### src/rtl/mul_arbiter_if.sv
// Requester job/response handshake and multiplier-component bus for mul_arbiter.
// The slave modport is the arbiter's view; master is the surrounding system.
interface mul_arbiter_if;
    logic [1:0]  req_valid;
    logic [63:0] req_a;
    logic [63:0] req_b;
    logic [1:0]  req_ready;
    logic        rsp_valid;
    logic        rsp_id;
    logic [31:0] rsp_data;
    logic        busy;
    logic [1:0]  mul_address;
    logic [31:0] mul_writedata;
    logic        mul_write;
    logic        mul_read;
    logic        mul_chipselect;
    logic [31:0] mul_readdata;

    modport slave (
        input  req_valid, req_a, req_b, mul_readdata,
        output req_ready, rsp_valid, rsp_id, rsp_data, busy,
               mul_address, mul_writedata, mul_write, mul_read, mul_chipselect
    );

    modport master (
        output req_valid, req_a, req_b, mul_readdata,
        input  req_ready, rsp_valid, rsp_id, rsp_data, busy,
               mul_address, mul_writedata, mul_write, mul_read, mul_chipselect
    );
endinterface

### src/rtl/mul_arbiter.sv
// Round-robin sharing of one Avalon-style multiplier between two requesters;
// one job in flight: write A, write B, settle RESULT_LAT cycles, read, respond.
module mul_arbiter #(
    parameter int unsigned RESULT_LAT = 1
) (
    input  logic         clk,
    input  logic         reset,
    mul_arbiter_if.slave bus
);
    typedef enum logic [2:0] {IDLE, WR_A, WR_B, WAIT, RD, RESP} state_t;

    // Only loaded on the way into WAIT, so the zero-latency case never uses it.
    localparam logic [3:0] LAT_M1 = (RESULT_LAT > 0) ? 4'(RESULT_LAT - 1) : 4'd0;

    state_t      state_q, state_d;
    logic [3:0]  cnt_q, cnt_d;
    logic [31:0] a_q, a_d, b_q, b_d;
    logic        id_q, id_d;
    logic        last_q, last_d;
    logic [31:0] rsp_data_q, rsp_data_d;
    logic        rsp_id_q, rsp_id_d;
    logic        grant;

    // Tie goes to the requester that did not win last time.
    always_comb begin
        grant = (bus.req_valid == 2'b11) ? ~last_q : bus.req_valid[1];
    end

    always_ff @(posedge clk or posedge reset) begin
        if (reset) begin
            state_q    <= IDLE;
            cnt_q      <= 4'd0;
            a_q        <= 32'd0;
            b_q        <= 32'd0;
            id_q       <= 1'b0;
            last_q     <= 1'b1;
            rsp_data_q <= 32'd0;
            rsp_id_q   <= 1'b0;
        end else begin
            state_q    <= state_d;
            cnt_q      <= cnt_d;
            a_q        <= a_d;
            b_q        <= b_d;
            id_q       <= id_d;
            last_q     <= last_d;
            rsp_data_q <= rsp_data_d;
            rsp_id_q   <= rsp_id_d;
        end
    end

    always_comb begin
        state_d            = state_q;
        cnt_d              = cnt_q;
        a_d                = a_q;
        b_d                = b_q;
        id_d               = id_q;
        last_d             = last_q;
        rsp_data_d         = rsp_data_q;
        rsp_id_d           = rsp_id_q;
        bus.mul_address    = 2'd0;
        bus.mul_writedata  = 32'd0;
        bus.mul_write      = 1'b0;
        bus.mul_read       = 1'b0;
        bus.mul_chipselect = 1'b0;
        case (state_q)
            IDLE: begin
                if (|bus.req_valid) begin
                    a_d     = grant ? bus.req_a[63:32] : bus.req_a[31:0];
                    b_d     = grant ? bus.req_b[63:32] : bus.req_b[31:0];
                    id_d    = grant;
                    last_d  = grant;
                    state_d = WR_A;
                end
            end
            WR_A: begin
                bus.mul_address    = 2'd0;
                bus.mul_writedata  = a_q;
                bus.mul_write      = 1'b1;
                bus.mul_chipselect = 1'b1;
                state_d            = WR_B;
            end
            WR_B: begin
                bus.mul_address    = 2'd1;
                bus.mul_writedata  = b_q;
                bus.mul_write      = 1'b1;
                bus.mul_chipselect = 1'b1;
                if (RESULT_LAT > 0) begin
                    cnt_d   = LAT_M1;
                    state_d = WAIT;
                end else begin
                    state_d = RD;
                end
            end
            WAIT: begin
                if (cnt_q == 4'd0) state_d = RD;
                else               cnt_d   = cnt_q - 4'd1;
            end
            RD: begin
                bus.mul_address    = 2'd2;
                bus.mul_read       = 1'b1;
                bus.mul_chipselect = 1'b1;
                rsp_data_d         = bus.mul_readdata;
                rsp_id_d           = id_q;
                state_d            = RESP;
            end
            RESP: state_d = IDLE;
            default: state_d = IDLE;
        endcase
    end

    always_comb begin
        bus.req_ready = 2'b00;
        if (state_q == IDLE && !reset && |bus.req_valid)
            bus.req_ready = grant ? 2'b10 : 2'b01;
    end

    assign bus.rsp_valid = (state_q == RESP);
    assign bus.rsp_id    = rsp_id_q;
    assign bus.rsp_data  = rsp_data_q;
    assign bus.busy      = (state_q != IDLE);
endmodule

### src/flat_wrapper.sv
// flat-port wrapper written by rule: the top's interface ports become plain ports
module mul_arbiter_flat 
#(
    parameter int unsigned RESULT_LAT = 1
)
  (clk, reset, bus_req_valid, bus_req_a, bus_req_b, bus_mul_readdata, bus_req_ready, bus_rsp_valid, bus_rsp_id, bus_rsp_data, bus_busy, bus_mul_address, bus_mul_writedata, bus_mul_write, bus_mul_read, bus_mul_chipselect);
  mul_arbiter_if bus_i ();
  input  logic clk;
  input  logic reset;
  input wire logic [$bits(bus_i.req_valid)-1:0] bus_req_valid;
  input wire logic [$bits(bus_i.req_a)-1:0] bus_req_a;
  input wire logic [$bits(bus_i.req_b)-1:0] bus_req_b;
  input wire logic [$bits(bus_i.mul_readdata)-1:0] bus_mul_readdata;
  output wire logic [$bits(bus_i.req_ready)-1:0] bus_req_ready;
  output wire logic [$bits(bus_i.rsp_valid)-1:0] bus_rsp_valid;
  output wire logic [$bits(bus_i.rsp_id)-1:0] bus_rsp_id;
  output wire logic [$bits(bus_i.rsp_data)-1:0] bus_rsp_data;
  output wire logic [$bits(bus_i.busy)-1:0] bus_busy;
  output wire logic [$bits(bus_i.mul_address)-1:0] bus_mul_address;
  output wire logic [$bits(bus_i.mul_writedata)-1:0] bus_mul_writedata;
  output wire logic [$bits(bus_i.mul_write)-1:0] bus_mul_write;
  output wire logic [$bits(bus_i.mul_read)-1:0] bus_mul_read;
  output wire logic [$bits(bus_i.mul_chipselect)-1:0] bus_mul_chipselect;
  assign bus_i.req_valid = bus_req_valid;
  assign bus_i.req_a = bus_req_a;
  assign bus_i.req_b = bus_req_b;
  assign bus_i.mul_readdata = bus_mul_readdata;
  assign bus_req_ready = bus_i.req_ready;
  assign bus_rsp_valid = bus_i.rsp_valid;
  assign bus_rsp_id = bus_i.rsp_id;
  assign bus_rsp_data = bus_i.rsp_data;
  assign bus_busy = bus_i.busy;
  assign bus_mul_address = bus_i.mul_address;
  assign bus_mul_writedata = bus_i.mul_writedata;
  assign bus_mul_write = bus_i.mul_write;
  assign bus_mul_read = bus_i.mul_read;
  assign bus_mul_chipselect = bus_i.mul_chipselect;
  mul_arbiter #(.RESULT_LAT(RESULT_LAT)) u_core (.clk(clk), .reset(reset), .bus(bus_i));
endmodule
### config.mk
export PLATFORM = sky130hd
export DESIGN_NAME = mul_arbiter_flat
export DESIGN_NICKNAME = d
export VERILOG_FILES = /design/src/rtl/mul_arbiter_if.sv /design/src/rtl/mul_arbiter.sv /design/src/flat_wrapper.sv
export SDC_FILE = /design/constraint.sdc
export NUM_CORES = 1
export LEC_CHECK = 0
export BUFFER_PORTS_ARGS = -buffer_cell sky130_fd_sc_hd__buf_2
export CAP_MARGIN = 20
export CELL_PAD_IN_SITES_DETAIL_PLACEMENT = 1
export CELL_PAD_IN_SITES_GLOBAL_PLACEMENT = 2
export CORE_UTILIZATION = 26
export CTS_CLUSTER_SIZE = 24
export DETAILED_ROUTE_END_ITERATION = 10
export PLACE_DENSITY = 0.77
export SLEW_MARGIN = 30
export SYNTH_ARGS = -nofsm -noshare
export SYNTH_HDL_FRONTEND = slang
export SYNTH_SLANG_ARGS = --single-unit
### constraint.sdc
create_clock -name clk -period 2.8 [get_ports clk]
set_input_delay 0.14 -clock clk [delete_from_list [all_inputs] [get_ports clk]]
set_output_delay 0.14 -clock clk [all_outputs]
set_load 0.02 [all_outputs]
==> metrics.txt, run 1 <==
power per standard cell area 1170 nW/µm²; prevailing post-synth register cell dfrtp_1; CTS Buf Count 9; CTS H-Tree Depth 3; Clock Path Buffers 2; die area 20,000 µm²; RePlAce Congestion 0.754; total power 0.00814 W; post-CTS setup buffers 0; Global Route Usage Sum 0.165; Core Area 18,900 µm²; CTS tree yes; status finished, final reports clean; CP arrival 2.49 ns; Final min period 2.63 ns; share of layout cells above drive strength 1 0.506; Worst Path Max Fanout 18; # resized after CTS 0; final WL 16,400 µm; Reg2Reg Setup Slack 0.86 ns; first-pass GRT wire length 26,000 µm; via count 4,462; insertion delay to the later sink of the worst-skew pair 0.36 ns; Worst Max-Slew Pin Slew 0.782 ns; Fin Setup TNS 0 ns; Int Pwr 0.00471 W; DRC viols 0; Placed Instance Area 6470 µm²; period utilization 0.940; leak pwr 3.14 nW; post-synthesis register bit count 106; top area cells in the synthesized netlist dfrtp_1 (52%), o32ai_1 (11%), a2bb2oi_1 (9.3%); Comb pwr share 0.509; Die X 142 µm; First DRT Iteration DRCs 136; hpwl dp 11,700 µm; router iterations before antenna repair 4; Async S/R FF share, synth 1.00; area of the multi-input gates 2180 µm²; switching share of power 0.421; register area 2650 µm²; largest net degree at the start of global routing 107; row cnt 50; Ys Warns 0; Mean Syn Cell Area 12.9 µm²; Syn Nets 560; I/O pin cnt 238; DP Cell Count 856; CP required 2.66 ns; VDD IR max 544 µV; clk_skew 0.0118 ns; sw power 0.00343 W; clock network power share 0.153; RSZ-0062 raised after global routing no; CP Launch Type flip-flop; relative slew slack 0.479; grt total ovfl 0; Root Driver clkbuf_16; Netlist cell types 40; Avg WL per Cell 18.4 µm; fin cells 891; Final nets 792; Max Cap Viol 0; Initial Util 0.268; clk slew on worst S/H paths 0.09 ns; Final ANT Viol Nets 0; final hold viol count 0; EDFF count, synth 0; Layout area overhead 37.2%; Syn Std Cell Area 5060 µm²; ANT cells 0; leading area contributor after synthesis dfrtp_1; Slew Limit Fails 0; Hold/Removal Path Class primary input to flip-flop; top-area cell type share of the netlist area 0.519; # setup viols final 0; f_max 380 MHz; Vias/cell 5.01; die span in y 142 µm; Seq/Total Area, Yosys 0.524; final core occ 0.368; post-route cell area 6950 µm²; vias in the first global route 4,884; antenna violations before repair 0; Post-Syn Instances 394; critical path class flip-flop to output port; CP Capture Type output port; register share of total power 0.338; CTS sink count 106; FILL cells 2,142; Port Buf Inserts 237; cts hold-fix bufs 18
[cell usage in the layout (no fill, tap or decap), drive strengths merged, types with 2 or more instances in the layout]
cell type    synthesis  routed
clkinv               0       3
clkbuf              19      10
a2bb2oi             64      64
nand3                2       2
nor2                 2       2
nor2b                2       2
nand2b               2       2
inv                  6       8
o32ai               64      64
o21ai                4       4
dfrtp              105     105
mux2i                2       2
mux2                34      34
ha                   2       2
nor3b                3       3
a22o                34      34
nor3                 3       3
nand2                5       5
buf                 28     249
or3b                 2       2
and3b                2       2
dlygate4sd3          0      19
[logic make-up (layout without fill, tap and decap cells)]
kind of cell             after synthesis  in the layout  synth area share
adder cells (fa/ha/maj)                2              2           0.00494
XOR/XNOR                               1              1           0.00173
buffers and inverters                 53            290            0.0516
AO/OA/AOI/OAI                        170            170             0.303
flip-flops                           106            106             0.524
multiplexers                          36             36            0.0795
AND/OR/NAND/NOR                       26             26            0.0348
[stage by stage]
step	setup WS [ns]	hold slack, ns
finish	0.167	0.0158
global route	0.00472	0.000407
CTS	0.0976	0.000106
detailed placement	0.489	0.365
global placement	0.607	0.361
floorplan	0.499	0.275
[critical path, cell delays in order (launching register included)]
cell,delay [ns]
dfrtp_1,0.66
or3b_1,0.51
inv_2,0.30
buf_4,0.32
a22o_1,0.17
buf_2,0.16
[final cells by class]
type                            count  area share
Tap cell                          260      0.0468
Sequential cell                   106       0.382
Clock inverter                      6     0.00828
Clock buffer                       10      0.0330
Multi-Input combinational cell    235       0.313
Inverter                            6     0.00378
Timing Repair Buffer              268       0.213
[power by group through the flow]
stage                     registers, W  clock network, W  logic, W
after global routing           0.00285           0.00136   0.00446
after floorplan                0.00291                 0   0.00272
final                          0.00275           0.00125   0.00414
after global placement         0.00276                 0   0.00406
after CTS                      0.00276           0.00130   0.00422
after detailed placement       0.00277                 0   0.00420
[synthesized netlist by cell type (2+ instances only)]
cell type  instances
a22o_1            34
a2bb2oi_1         54
a2bb2oi_2         10
and3b_1            2
buf_1              3
buf_2             14
buf_4             10
clkbuf_1          19
dfrtp_1          105
ha_1               2
inv_1              3
inv_2              3
mux2_2            33
mux2i_1            2
nand2_1            5
nand2b_1           2
nand3_1            2
nor2_1             2
nor2b_1            2
nor3_1             2
o21ai_0            3
o32ai_1           64
[path summary, 6_finish.rpt]
| check | depth (start not counted) | from | endpoint |
|---|---|---|---|
| max | 5 | u_core.state_q[1] | bus_mul_writedata[14] |
| max reg2reg | 4 | u_core.state_q[1] | u_core.last_q |
| min | 2 | bus_mul_readdata[3] | u_core.bus.rsp_data[3] |
| max in group asynchronous | 4 | reset | u_core.a_q[12] |
| min reg2reg | 1 | u_core.id_q | u_core.id_q |
| min in group asynchronous | 4 | reset | u_core.id_q |
[routing by layer]
| metal | wire (µm) | part of all wire | global-route usage |
|---|---|---|---|
| met1 | 6690 | 0.41 | 0.193 |
| met2 | 8290 | 0.51 | 0.292 |
| met3 | 1160 | 0.071 | 0.0503 |
| met4 | 216 | 0.013 | 0.0447 |
| met5 | 0 | 0 | 0 |
[sequential cells by signal (all words and copies together) (netlist names)]
signal / cells
u_core.a_q: 32
u_core.b_q: 32
u_core.bus.rsp_data: 32
u_core.cnt_q: 4
u_core.state_q: 3
u_core.bus.rsp_id: 1
u_core.id_q: 1
u_core.last_q: 1
(Power assumes the default switching activity.)
==> run 2: changes to the inputs <==
Settings changed: REMOVE_ABC_BUFFERS from default to 1.
==> run 2 against run 1 <==
Compared with the run above: the run now ends with negative hold slack left; combinational power about the same; clock-buffer cell count unchanged; sequential share of layout area up 0.73 points; register-to-register slack about the same; clock skew down 0.0020 ns; cell area down 1.9%; wire length down 5.3%; worst setup slack worse by 0.029 ns; first-iteration DRC count up 24%; critical path depth down 1; die area unchanged; largest cell class unchanged; highest routed layer unchanged.
==> metrics.txt, run 2 (synthesis gave the netlist of run 1 again) <==
status finished, violations left; failing checks negative hold slack; Avg WL per Cell 17.7 µm; via count 4,364; CTS sink count 106; Port Buf Inserts 237; power per standard cell area 1200 nW/µm²; die area 20,000 µm²; ANT cells 0; CP Launch Type flip-flop; largest net degree at the start of global routing 67; period utilization 0.951; reg2reg end u_core.id_q; row cnt 50; most frequent cells in the layout buf_2 (237), dfrtp_1 (105), o32ai_1 (64), a2bb2oi_1 (54), a22o_1 (34); Worst Max-Slew Pin Slew 0.802 ns; I/O pin cnt 238; CTS H-Tree Depth 3; CTS tree yes; share of layout cells above drive strength 1 0.522; clk slew on worst S/H paths 0.07 ns; # resized after CTS 0; final WL 15,500 µm; VDD IR max 578 µV; CTS Buf Count 9; hold slack -0.00995 ns; R2R cell count 4; insertion delay to the later sink of the worst-skew pair 0.35 ns; final hold viol count 4; post-CTS setup buffers 0; f_max 376 MHz; Root Driver clkbuf_16; CP required 2.66 ns; total power 0.00820 W; Initial Util 0.268; Hold/Removal Path Class primary input to async pin; Reg2Reg Setup Slack 0.87 ns; first-pass GRT wire length 24,600 µm; DRC viols 0; Fin Setup TNS 0 ns; router iterations before antenna repair 4; vias in the first global route 4,749; Final min period 2.66 ns; die span in y 142 µm; First DRT Iteration DRCs 169; Global Route Usage Sum 0.157; relative slew slack 0.464; critical path class flip-flop to output port; Core Area 18,900 µm²; RSZ-0062 raised after global routing no; Die X 142 µm; # setup viols final 0; hpwl dp 11,300 µm; grt total ovfl 0; Clock Path Buffers 2; Layout area overhead 34.6%; leak pwr 3.08 nW; Placed Instance Area 6490 µm²; commonest non-fill, non-tap cell in the layout buf_2; Final ANT Viol Nets 0; antenna violations before repair 0; CP arrival 2.52 ns; Max Cap Viol 0; Final nets 774; Reg2Reg Launch Point u_core.state_q[1]; RePlAce Congestion 0.787; CP Capture Type output port; clk_skew 0.00978 ns; post-route cell area 6820 µm²; Worst Path Max Fanout 33; Slew Limit Fails 0; CP startpoint u_core.state_q[1]; Vias/cell 5.00
-- run 2: changes by cell type in the layout (fill, tap and decap cells not counted), sizes merged --
| cell | previous run | this run |
|---|---|---|
| bufinv | 0 | 1 |
| clkinvlp | 1 | 0 |
| dlygate4sd3 | 19 | 1 |
-- run 2: metal layers --
metal,global-route usage,vias to the layer above,part of all wire
met1,0.182,2159,0.41
met4,0.0464,0,0.011
met3,0.0378,10,0.067
met2,0.284,158,0.51
met5,0,-,0
li1,-,2037,-
-- run 2: worst max-delay path by stage --
stage / to / cells after the start / slack [ns]
final: bus_mul_writedata[18] / 4 / 0.14
after global routing: bus_mul_writedata[20] / 4 / 0.005
after CTS: bus_mul_writedata[12] / 4 / 0.11
after detailed placement: bus_mul_writedata[18] / 4 / 0.52
after global placement: bus_mul_writedata[20] / 4 / 0.63
after floorplan: bus_req_ready[0] / 4 / -3.46
-- run 2: where the power goes --
part / leakage [nW] / switching, W / internal, W
clock network: 0.154 / 0.000581 / 0.000729
registers: 1.19 / 0.000495 / 0.00226
logic: 1.74 / 0.00230 / 0.00183
total: 3.08 / 0.00337 / 0.00482
-- run 2: cell type report --
cell class,instances,area (µm²)
fillers,2137,12100
flip-flops and latches,106,2650
multi-input cells,235,2180
repair buffers,250,1320
well taps,260,325
clock buffers,10,239
clock inverters,6,73.8
inverters,6,25.0
-- run 2: critical path, cell delays in order, from the launching register on --
cell,delay [ns]
dfrtp_1,0.65
or3b_1,0.50
inv_2,0.58
a22o_1,0.25
buf_2,0.17
-- run 2: through the flow --
stage	setup WS (ns)	cells	util
floorplan	-3.46	347	-
global placement	0.625	856	0.344
detailed placement	0.521	856	0.344
CTS	0.109	873	0.361
global route	0.00538	873	0.361
finish	0.138	873	0.361
-- run 2: what timing repair did --
action,4_1_cts,5_1_grt
endpoints found under the setup margin,0,0
hold buffers,1,0
hold endpoints to repair,1,0
==> run 3: changes to the inputs <==
Settings changed: BUFFER_PORTS_ARGS -buffer_cell sky130_fd_sc_hd__buf_2 to -buffer_cell sky130_fd_sc_hd__buf_4, SLEW_MARGIN 30 to 20.
==> run 3 against run 2 <==
Compared with the run above: global-route usage rose by 0.76 points; clock skew rose by 0.0013 ns; the flow now finishes without violations; cell area rose by 8.5%; core utilization rose by 3.1 points; final cell count did not move; power rose by 5.1%; via count rose by 0.44%; register-to-register slack got worse by 0.05 ns; critical path type unchanged; worst hold slack improved by 0.025 ns; worst setup slack improved by 0.18 ns; non-clock buffer count did not move; highest routed layer unchanged.
==> metrics.txt, run 3 (synthesis gave the netlist of run 1 again) <==
# resized after CTS 0; critical path class flip-flop to output port; CTS tree yes; CP Launch Type flip-flop; Avg WL per Cell 18.4 µm; fin cells 873; DP Cell Count 855; grt total ovfl 0; Worst Max-Slew Pin Slew 0.853 ns; switching share of power 0.393; Final WS setup 0.317 ns; die area 20,000 µm²; total power 0.00861 W; # setup viols final 0; FILL cells 2,069; Comb pwr share 0.531; via count 4,383; antenna violations before repair 0; leak pwr 3.26 nW; First DRT Iteration DRCs 125; first-pass GRT wire length 25,800 µm; f_max 403 MHz; Port Buf Inserts 237; relative slew slack 0.431; clk_skew 0.0111 ns; RePlAce Congestion 0.730; crit-path cells or3b_1, inv_2, buf_12, a22o_1, buf_4; Post-Place Setup Slack 0.697 ns; insertion delay to the later sink of the worst-skew pair 0.35 ns; final WL 16,100 µm; status finished, final reports clean; CTS sink count 106; Final min period 2.48 ns; CP required 2.66 ns; Worst Path Max Fanout 22; RSZ-0062 raised after global routing no; hpwl dp 11,800 µm; Hold/Removal Path Class primary input to flip-flop; power per standard cell area 1160 nW/µm²; Crit path largest cell delay 0.67 ns; vias in the first global route 4,937; share of layout cells above drive strength 1 0.517; DRC viols 0; largest net degree at the start of global routing 67; clock network power share 0.148; die span in y 142 µm; row cnt 50; Vias/cell 5.02; Core Area 18,900 µm²; Layout area overhead 46.1%; Slew Limit Fails 0; ANT cells 0; register share of total power 0.321; final core occ 0.392; Clock Path Buffers 2; router iterations before antenna repair 4; sw power 0.00338 W; Root Driver clkbuf_16; Slowest cell on crit path dfrtp_1; Global Route Usage Sum 0.164; CP arrival 2.34 ns; Initial Util 0.268; Final ANT Viol Nets 0; CTS H-Tree Depth 3; most frequent cells in the layout buf_4 (245), dfrtp_1 (105), o32ai_1 (64), a2bb2oi_1 (54), a22o_1 (34); CTS Buf Count 9; I/O pin cnt 238; clk slew on worst S/H paths 0.07 ns; Max Cap Viol 0; CP Capture Type output port; commonest non-fill, non-tap cell in the layout buf_4; final hold viol count 0; period utilization 0.887; Die X 142 µm; VDD IR max 517 µV; Final nets 774; Int Pwr 0.00523 W
## run 3: path summary, 6_finish.rpt
path | from | end | slack (ns) | cells after the start
worst max-delay path | u_core.state_q[1] | bus_mul_writedata[18] | 0.32 | 5
worst min-delay path | bus_mul_readdata[31] | u_core.bus.rsp_data[31] | 0.02 | 2
min in group asynchronous | reset | u_core.b_q[5] | 0.43 | 3
max in group asynchronous | reset | u_core.b_q[30] | 1.48 | 4
worst max register to register | u_core.state_q[1] | u_core.id_q | 0.82 | 4
worst min register to register | u_core.id_q | u_core.id_q | 0.51 | 1
## run 3: cell type report
class / instances / area, µm² / share of cell area
Sequential cell: 106 / 2650 / 0.359
Inverter: 6 / 26.3 / 0.00355
Clock buffer: 12 / 246 / 0.0333
Timing Repair Buffer: 250 / 1920 / 0.259
Tap cell: 260 / 325 / 0.0440
Multi-Input combinational cell: 235 / 2180 / 0.294
Clock inverter: 4 / 51.3 / 0.00693
## run 3: routing by layer
metal  wire, µm  up-vias  global-route usage
met4        259        0              0.0572
met3       1190       18              0.0435
met5          0        -                   0
li1           -     2025                   -
met1       6500     2177               0.193
met2       8120      163               0.288
## run 3: power by group through the flow
stage                     sequential, W  clock, W  combinational, W
after floorplan                 0.00295         0           0.00259
final                           0.00276   0.00128           0.00457
after CTS                       0.00276   0.00133           0.00465
after global routing            0.00286   0.00139           0.00491
after global placement          0.00277         0           0.00451
after detailed placement        0.00277         0           0.00465
## run 3: metrics by stage
| stage | hold slack (ns) | instance area [µm²] | TNS [ns] |
|---|---|---|---|
| after floorplan | 0.275 | 4830 | -216.14 |
| after global placement | 0.241 | 7080 | 0 |
| after detailed placement | 0.257 | 7080 | 0 |
| after CTS | 0.000633 | 7390 | 0 |
| after global routing | 0.00577 | 7400 | 0 |
| final | 0.0153 | 7400 | 0 |
## run 3: what timing repair did
action / CTS / global route
setup buffers: 0 / 0
endpoints found under the hold margin: 39 / 1
hold buffers: 1 / 1
## run 3: critical path, delay by kind of cell (launching register included)
kind                   cells  cell delay, ns
AO/OA/AOI/OAI              1            0.16
flip-flops                 1            0.67
buffers and inverters      3            0.63
AND/OR/NAND/NOR            1            0.52
